### config.mk
export PLATFORM = sky130hd
export DESIGN_NAME = meas_point_buf
export DESIGN_NICKNAME = d
export VERILOG_FILES = /design/src/rtl/meas_pkg.sv /design/src/rtl/fifo_ram_sp.sv /design/src/rtl/meas_point_buf.sv
export SDC_FILE = /design/constraint.sdc
export NUM_CORES = 2
export LEC_CHECK = 0
export ABC_CLOCK_PERIOD_IN_PS = 5200
export CORE_ASPECT_RATIO = 0.5
export CORE_UTILIZATION = 45
export CTS_CLUSTER_SIZE = 16
export DETAILED_ROUTE_END_ITERATION = 12
export PLACE_DENSITY = 0.67
export SLEW_MARGIN = 20
export SYNTH_ARGS = -nofsm -noshare
export SYNTH_HDL_FRONTEND = slang
export SYNTH_SLANG_ARGS = --single-unit
### constraint.sdc
create_clock -name wb_clk_i -period 5.2 [get_ports wb_clk_i]
set_input_delay 1.56 -clock wb_clk_i [delete_from_list [all_inputs] [get_ports wb_clk_i]]
set_output_delay 1.56 -clock wb_clk_i [all_outputs]
set_load 0.02 [all_outputs]
### src/rtl/meas_pkg.sv
// Shared measurement-point types used by the channel controller wiring,
// the point capture buffer and the Wishbone register decode.
package meas_pkg;

    localparam int POINT_V_WIDTH   = 16;
    localparam int POINT_T_WIDTH   = 10;
    localparam int POINT_SEQ_WIDTH = 6;

    typedef struct packed {
        logic [POINT_SEQ_WIDTH-1:0] seq;
        logic [POINT_T_WIDTH-1:0]   t;
        logic [POINT_V_WIDTH-1:0]   v;
    } meas_point_t;

endpackage

### src/rtl/fifo_ram_sp.sv
// Simple dual-port RAM: synchronous write, asynchronous read so the FIFO
// head is available in the same cycle (first-word-fall-through).
module fifo_ram_sp #(
    parameter int DEPTH  = 64,
    parameter int WIDTH  = 32,
    parameter int ADDR_W = $clog2(DEPTH)
) (
    input  logic              clk,
    input  logic              we,
    input  logic [ADDR_W-1:0] waddr,
    input  logic [WIDTH-1:0]  wdata,
    input  logic [ADDR_W-1:0] raddr,
    output logic [WIDTH-1:0]  rdata
);

    logic [WIDTH-1:0] mem_r [DEPTH];

    // Write port: one entry per enabled clock edge.
    always_ff @(posedge clk) begin
        if (we) begin
            mem_r[waddr] <= wdata;
        end else begin
            mem_r[waddr] <= mem_r[waddr];
        end
    end

    assign rdata = mem_r[raddr];

endmodule

### src/rtl/meas_point_buf.sv
// Per-channel capture FIFO: tags each accepted measurement point with a
// wrapping sequence number and holds it until the Wishbone side pops it.
module meas_point_buf
    import meas_pkg::*;
#(
    parameter int DEPTH          = 64,
    parameter int V_WIDTH        = POINT_V_WIDTH,
    parameter int T_WIDTH        = POINT_T_WIDTH,
    parameter int SEQ_WIDTH      = POINT_SEQ_WIDTH,
    parameter int DROP_CNT_WIDTH = 16
) (
    input  logic                      wb_clk_i,
    input  logic                      wb_rst_i,
    input  logic                      point_rdy_i,
    input  logic [V_WIDTH-1:0]        point_v_i,
    input  logic [T_WIDTH-1:0]        point_t_i,
    input  logic                      en_i,
    input  logic                      clr_i,
    input  logic                      pop_i,
    output logic [31:0]               rd_data_o,
    output logic                      rd_valid_o,
    output logic [$clog2(DEPTH):0]    level_o,
    output logic                      full_o,
    output logic                      ovf_o,
    output logic                      unf_o,
    output logic [DROP_CNT_WIDTH-1:0] drop_cnt_o
);

    localparam int ADDR_W = $clog2(DEPTH);
    localparam int LVL_W  = ADDR_W + 1;

    localparam logic [ADDR_W-1:0]         ADDR_ONE = ADDR_W'(1);
    localparam logic [LVL_W-1:0]          LVL_ONE  = LVL_W'(1);
    localparam logic [LVL_W-1:0]          LVL_FULL = LVL_W'(DEPTH);
    localparam logic [SEQ_WIDTH-1:0]      SEQ_ONE  = SEQ_WIDTH'(1);
    localparam logic [DROP_CNT_WIDTH-1:0] DROP_ONE = DROP_CNT_WIDTH'(1);
    localparam logic [DROP_CNT_WIDTH-1:0] DROP_MAX = {DROP_CNT_WIDTH{1'b1}};

    logic [ADDR_W-1:0]         wr_ptr_r;
    logic [ADDR_W-1:0]         rd_ptr_r;
    logic [LVL_W-1:0]          level_r;
    logic [SEQ_WIDTH-1:0]      seq_r;
    logic [DROP_CNT_WIDTH-1:0] drop_cnt_r;
    logic                      ovf_r;
    logic                      unf_r;

    logic        empty_s;
    logic        full_s;
    logic        push_ok_s;
    logic        pop_ok_s;
    logic        drop_s;
    logic        pop_empty_s;
    logic        ram_we_s;
    logic [31:0] wr_word_s;
    logic [31:0] ram_rd_s;

    // Accept/drop decisions; a pop on a full FIFO frees the slot for a same-cycle push.
    always_comb begin
        empty_s     = (level_r == {LVL_W{1'b0}});
        full_s      = (level_r == LVL_FULL);
        pop_ok_s    = 1'b0;
        pop_empty_s = 1'b0;
        push_ok_s   = 1'b0;
        drop_s      = 1'b0;
        if (pop_i) begin
            pop_ok_s    = ~empty_s;
            pop_empty_s = empty_s;
        end else begin
            pop_ok_s    = 1'b0;
            pop_empty_s = 1'b0;
        end
        if (point_rdy_i && en_i) begin
            push_ok_s = ~full_s | pop_ok_s;
            drop_s    = full_s & ~pop_ok_s;
        end else begin
            push_ok_s = 1'b0;
            drop_s    = 1'b0;
        end
        ram_we_s  = push_ok_s & ~clr_i & ~wb_rst_i;
        wr_word_s = {seq_r, point_t_i, point_v_i};
    end

    fifo_ram_sp #(
        .DEPTH (DEPTH),
        .WIDTH (32)
    ) u_ram (
        .clk   (wb_clk_i),
        .we    (ram_we_s),
        .waddr (wr_ptr_r),
        .wdata (wr_word_s),
        .raddr (rd_ptr_r),
        .rdata (ram_rd_s)
    );

    // FIFO bookkeeping: reset, then flush, then normal push/pop/drop updates.
    always_ff @(posedge wb_clk_i) begin
        if (wb_rst_i || clr_i) begin
            wr_ptr_r   <= {ADDR_W{1'b0}};
            rd_ptr_r   <= {ADDR_W{1'b0}};
            level_r    <= {LVL_W{1'b0}};
            seq_r      <= {SEQ_WIDTH{1'b0}};
            drop_cnt_r <= {DROP_CNT_WIDTH{1'b0}};
            ovf_r      <= 1'b0;
            unf_r      <= 1'b0;
        end else begin
            if (push_ok_s) begin
                wr_ptr_r <= wr_ptr_r + ADDR_ONE;
                seq_r    <= seq_r + SEQ_ONE;
            end
            if (pop_ok_s) begin
                rd_ptr_r <= rd_ptr_r + ADDR_ONE;
            end
            case ({push_ok_s, pop_ok_s})
                2'b10:   level_r <= level_r + LVL_ONE;
                2'b01:   level_r <= level_r - LVL_ONE;
                default: level_r <= level_r;
            endcase
            if (drop_s) begin
                ovf_r <= 1'b1;
                if (drop_cnt_r != DROP_MAX) begin
                    drop_cnt_r <= drop_cnt_r + DROP_ONE;
                end
            end
            if (pop_empty_s) begin
                unf_r <= 1'b1;
            end
        end
    end

    // Memory contents are undefined after reset, so mask the head while empty.
    assign rd_valid_o = ~empty_s;
    assign rd_data_o  = empty_s ? 32'h0000_0000 : ram_rd_s;
    assign level_o    = level_r;
    assign full_o     = full_s;
    assign ovf_o      = ovf_r;
    assign unf_o      = unf_r;
    assign drop_cnt_o = drop_cnt_r;

endmodule

==> flow_metrics.py <==
metrics = {
    "run_status": {
        "status": "complete, but fails checks",
        "violations": "design-rule violations",
    },
    "floorplan": {
        "die_h_um": 301.2,
        "start_util": 0.4545,
        "fp.dieW_um": 600.5,
        "io_pins": 91,
        "die_area_mm2": 0.1809,
        "coreArea_mm2": 0.1773,
        "rows": 109,
    },
    "worst_setup_path": {
        "worst-endpoint-required_ps": 3640,
        "arrival_ps": 3630,
        "cp_cell_sequence": "buf_12 > buf_12 > buf_16 > buf_12 > mux4_2 > mux2i_2 > a2111oi_1 > buf_4 > a221o_2 > buf_4",
        "critPathLaunchType": "flop",
        "cpMaxStageDelayCell": "mux4_2",
        "cpMostUsedCell": "buf_12",
        "path_max_fanout": 21,
        "path_class": "flop to primary output",
        "critPathCaptureType": "primary output",
        "regToRegSetupSlack_ps": 1780,
        "critPathMaxStageDelay_ps": 530,
    },
    "layout": {
        "nets": 4009,
        "synthToLayoutAreaGrowth_pct": 15.79,
        "postLayoutCellArea_mm2": 0.09331,
        "drive_above_1_share": 0.3118,
    },
    "clocking": {
        "cts_made_buffers": 184,
        "cts_htree_levels": 4,
        "cts.sinks": 2097,
        "cts_tree": "yes",
        "clockBufferDepth": 4,
        "root_buffer": "clkbuf_16",
        "clk_latency_ps": 850,
        "cts_hold_buf": 0,
        "path_clk_slew_ps": 70,
    },
    "timing": {
        "drv_slew": 0,
        "max-slew-margin-rel": 0.2308,
        "finalHoldViolations": 0,
        "setup_viol": 0,
        "grt_setup_unrepaired": "true",
        "worstMarginPinSlew_ps": 1154,
        "clock_skew_ps": 73.69,
        "period_minus_slack_ps": 5189,
        "fmaxAchievable_mhz": 192.7,
        "min_period_over_period": 0.9979,
    },
    "synth": {
        "synth_top_area_share": 0.7632,
        "syn_avg_cell_area_um2": 22.57,
        "ys_seq_area_frac": 0.7753,
        "yosysWarnings": 0,
        "async_flop_share": 0,
        "ys_types": 63,
        "synth_nets": 3613,
        "yosys-top-cells-area": "edfxtp_1, mux4_2, dfxtp_1, nand2_1, mux2i_1",
        "syn_area_mm2": 0.08058,
        "yosys.area.top_type": "edfxtp_1",
        "synth-edff-count": 2048,
        "ys_seq_elements": 2097,
        "syn_inst": 3571,
        "synth_flop_cell": "edfxtp_1",
    },
    "grt": {
        "grt_use_total": 0.2319,
        "grt_pass1_vias": 39950,
        "grt-ovfl-total": 0,
        "antenna_found_initial": 5,
        "grt_pass1_wl_um": 296300,
        "grt_max_degree": 68,
    },
    "drt": {
        "totalWireLength_um": 211700,
        "wl_met1_um": 85750,
        "via_count": 40540,
        "dr_wl_met2_um": 96540,
        "drcViolationCount": 6,
        "dr_wl_met3_um": 23810,
        "routed.top_layer": "met5",
        "initialDrtViolationCount": 5787,
        "via_per_inst": 6.253,
        "first_pass_iters": 9,
        "ant_nets": 0,
        "post_drt_wl_per_cell_um": 32.66,
    },
    "job": {
        "cap_violations": 0,
    },
    "placed_design": {
        "place_area_mm2": 0.08650,
        "numPortBuffers": 90,
        "gp_congestion": 0.8307,
        "place_hpwl_um": 118500,
    },
    "power_and_ir_drop": {
        "irDropWorstVdd_mv": 0.2645,
        "p_leak_nw": 28.69,
        "power.density_mw_per_mm2": 349.4,
        "total_power_mw": 32.60,
    },
    "hold_path": {
        "hold_class": "flop to flop",
    },
}
## metrics by stage
step           hold WS, ps  instances  TNS [ps]  setup slack, ps    util
2_1_floorplan        467.7       3571         0            62.48       -
3_3_place_gp         457.9       6101         0            404.7  0.4879
3_5_place_dp         466.9       6101         0            416.2  0.4879
4_1_cts              487.4       6446    -179.1           -68.24  0.5238
5_1_grt              508.6       6482    -268.3           -71.23  0.5263
6_report             482.9       6483         0            11.05  0.5263
## final cells by class
cell class	instances	area (um^2)
Fill cell	13330	83990
Sequential cell	2097	62510
Multi-Input combinational cell	1273	17680
Clock buffer	238	4858
Timing Repair Buffer	396	4483
Tap cell	2386	2985
Clock inverter	77	714.4
Inverter	15	76.32
Antenna cell	1	2.502
## path summary, 6_finish.rpt
path              cells after the start        from       endpoint
setup / recovery                     10        flop  rd_data_o[27]
setup reg to reg                     15  level_o[3]     level_o[6]
hold reg to reg                       2       unf_o          unf_o
hold / removal                        2       unf_o          unf_o
## state kept, by name, summed over array words and instances, names as in the netlist, named ones only
| signal | count |
|---|---|
| rd_ptr_r | 6 |
| seq_r | 6 |
| level_o | 7 |
| drop_cnt_o | 16 |
| wr_ptr_r | 6 |
| unf_o | 1 |
| ovf_o | 1 |
| u_ram.mem_r | 2048 |
## repair_timing
item | 4_1_cts | 5_1_grt
gates cloned | 8 | 1
buffers inserted | 22 | 34
endpoints found under the hold margin | 0 | 0
pin swaps | 8 | 5
endpoints found under the setup margin | 32 | 27
gates resized for setup | 97 | 19
## cells in the final DEF, fill, tap and decap left out, types with 11 or more instances in the layout
cell type and n:
clkbuf_16 186, dfxtp_1 39, a21oi_1 22, and3_1 26
nand3_1 14, clkinv_2 20, buf_4 219, clkinv_1 36
nand4_1 16, bufinv_16 13, nand2_1 183, xor2_1 19
o21ai_0 17, clkdlybuf4s50_1 32, a31oi_1 19, buf_16 14
mux2i_1 59, buf_2 22, a32oi_1 15, edfxtp_1 2048
o21ai_1 11, a22oi_1 23, mux4_2 573, buf_12 76
nor2_1 59, nor2_4 66, clkbuf_1 50, xnor2_1 11
o22ai_1 12
## where the power goes
| part | internal [mW] | switching [mW] | total, mW |
|---|---|---|---|
| Sequential | 18.5 | 0.00882 | 18.5 |
| Combinational | 0.407 | 0.589 | 0.997 |
| Clock | 7.22 | 5.89 | 13.1 |
## cell usage after synthesis, types with 12 or more instances
| library cell | instances |
|---|---|
| a31oi_1 | 21 |
| a21oi_1 | 26 |
| nand4_1 | 16 |
| edfxtp_1 | 2048 |
| o22ai_1 | 12 |
| o21ai_0 | 22 |
| a32oi_1 | 16 |
| xor2_1 | 19 |
| buf_1 | 27 |
| clkbuf_1 | 51 |
| a22oi_1 | 29 |
| nor2_1 | 124 |
| buf_4 | 36 |
| buf_2 | 58 |
| nand3_1 | 14 |
| mux4_2 | 573 |
| nand2_1 | 184 |
| dfxtp_1 | 49 |
| mux2i_1 | 63 |
| and3_1 | 26 |
## cells by family after synthesis
family / Yosys count / share of synthesized area
flops: 2097 / 0.7753
buf+inv: 201 / 0.01345
compound gates: 182 / 0.01551
mux: 638 / 0.1682
xor+xnor: 30 / 0.003261
fa+ha+maj: 10 / 0.001646
simple gates: 413 / 0.02256
## routing by layer
| metal | vias to the layer above | global-route usage |
|---|---|---|
| met3 | 332 | 0.04792 |
| met2 | 2494 | 0.3549 |
| met4 | 2 | 0.06028 |
| met5 | - | 0 |
| li1 | 15860 | - |
| met1 | 21850 | 0.3429 |
## critical path: cells and delay by family, from the launching register on
family | cells | cell delay, ps
mux | 2 | 760
compound gates | 2 | 520
flops | 1 | 420
buf+inv | 6 | 1080
Note: power is estimated with default switching activity, not from simulation.
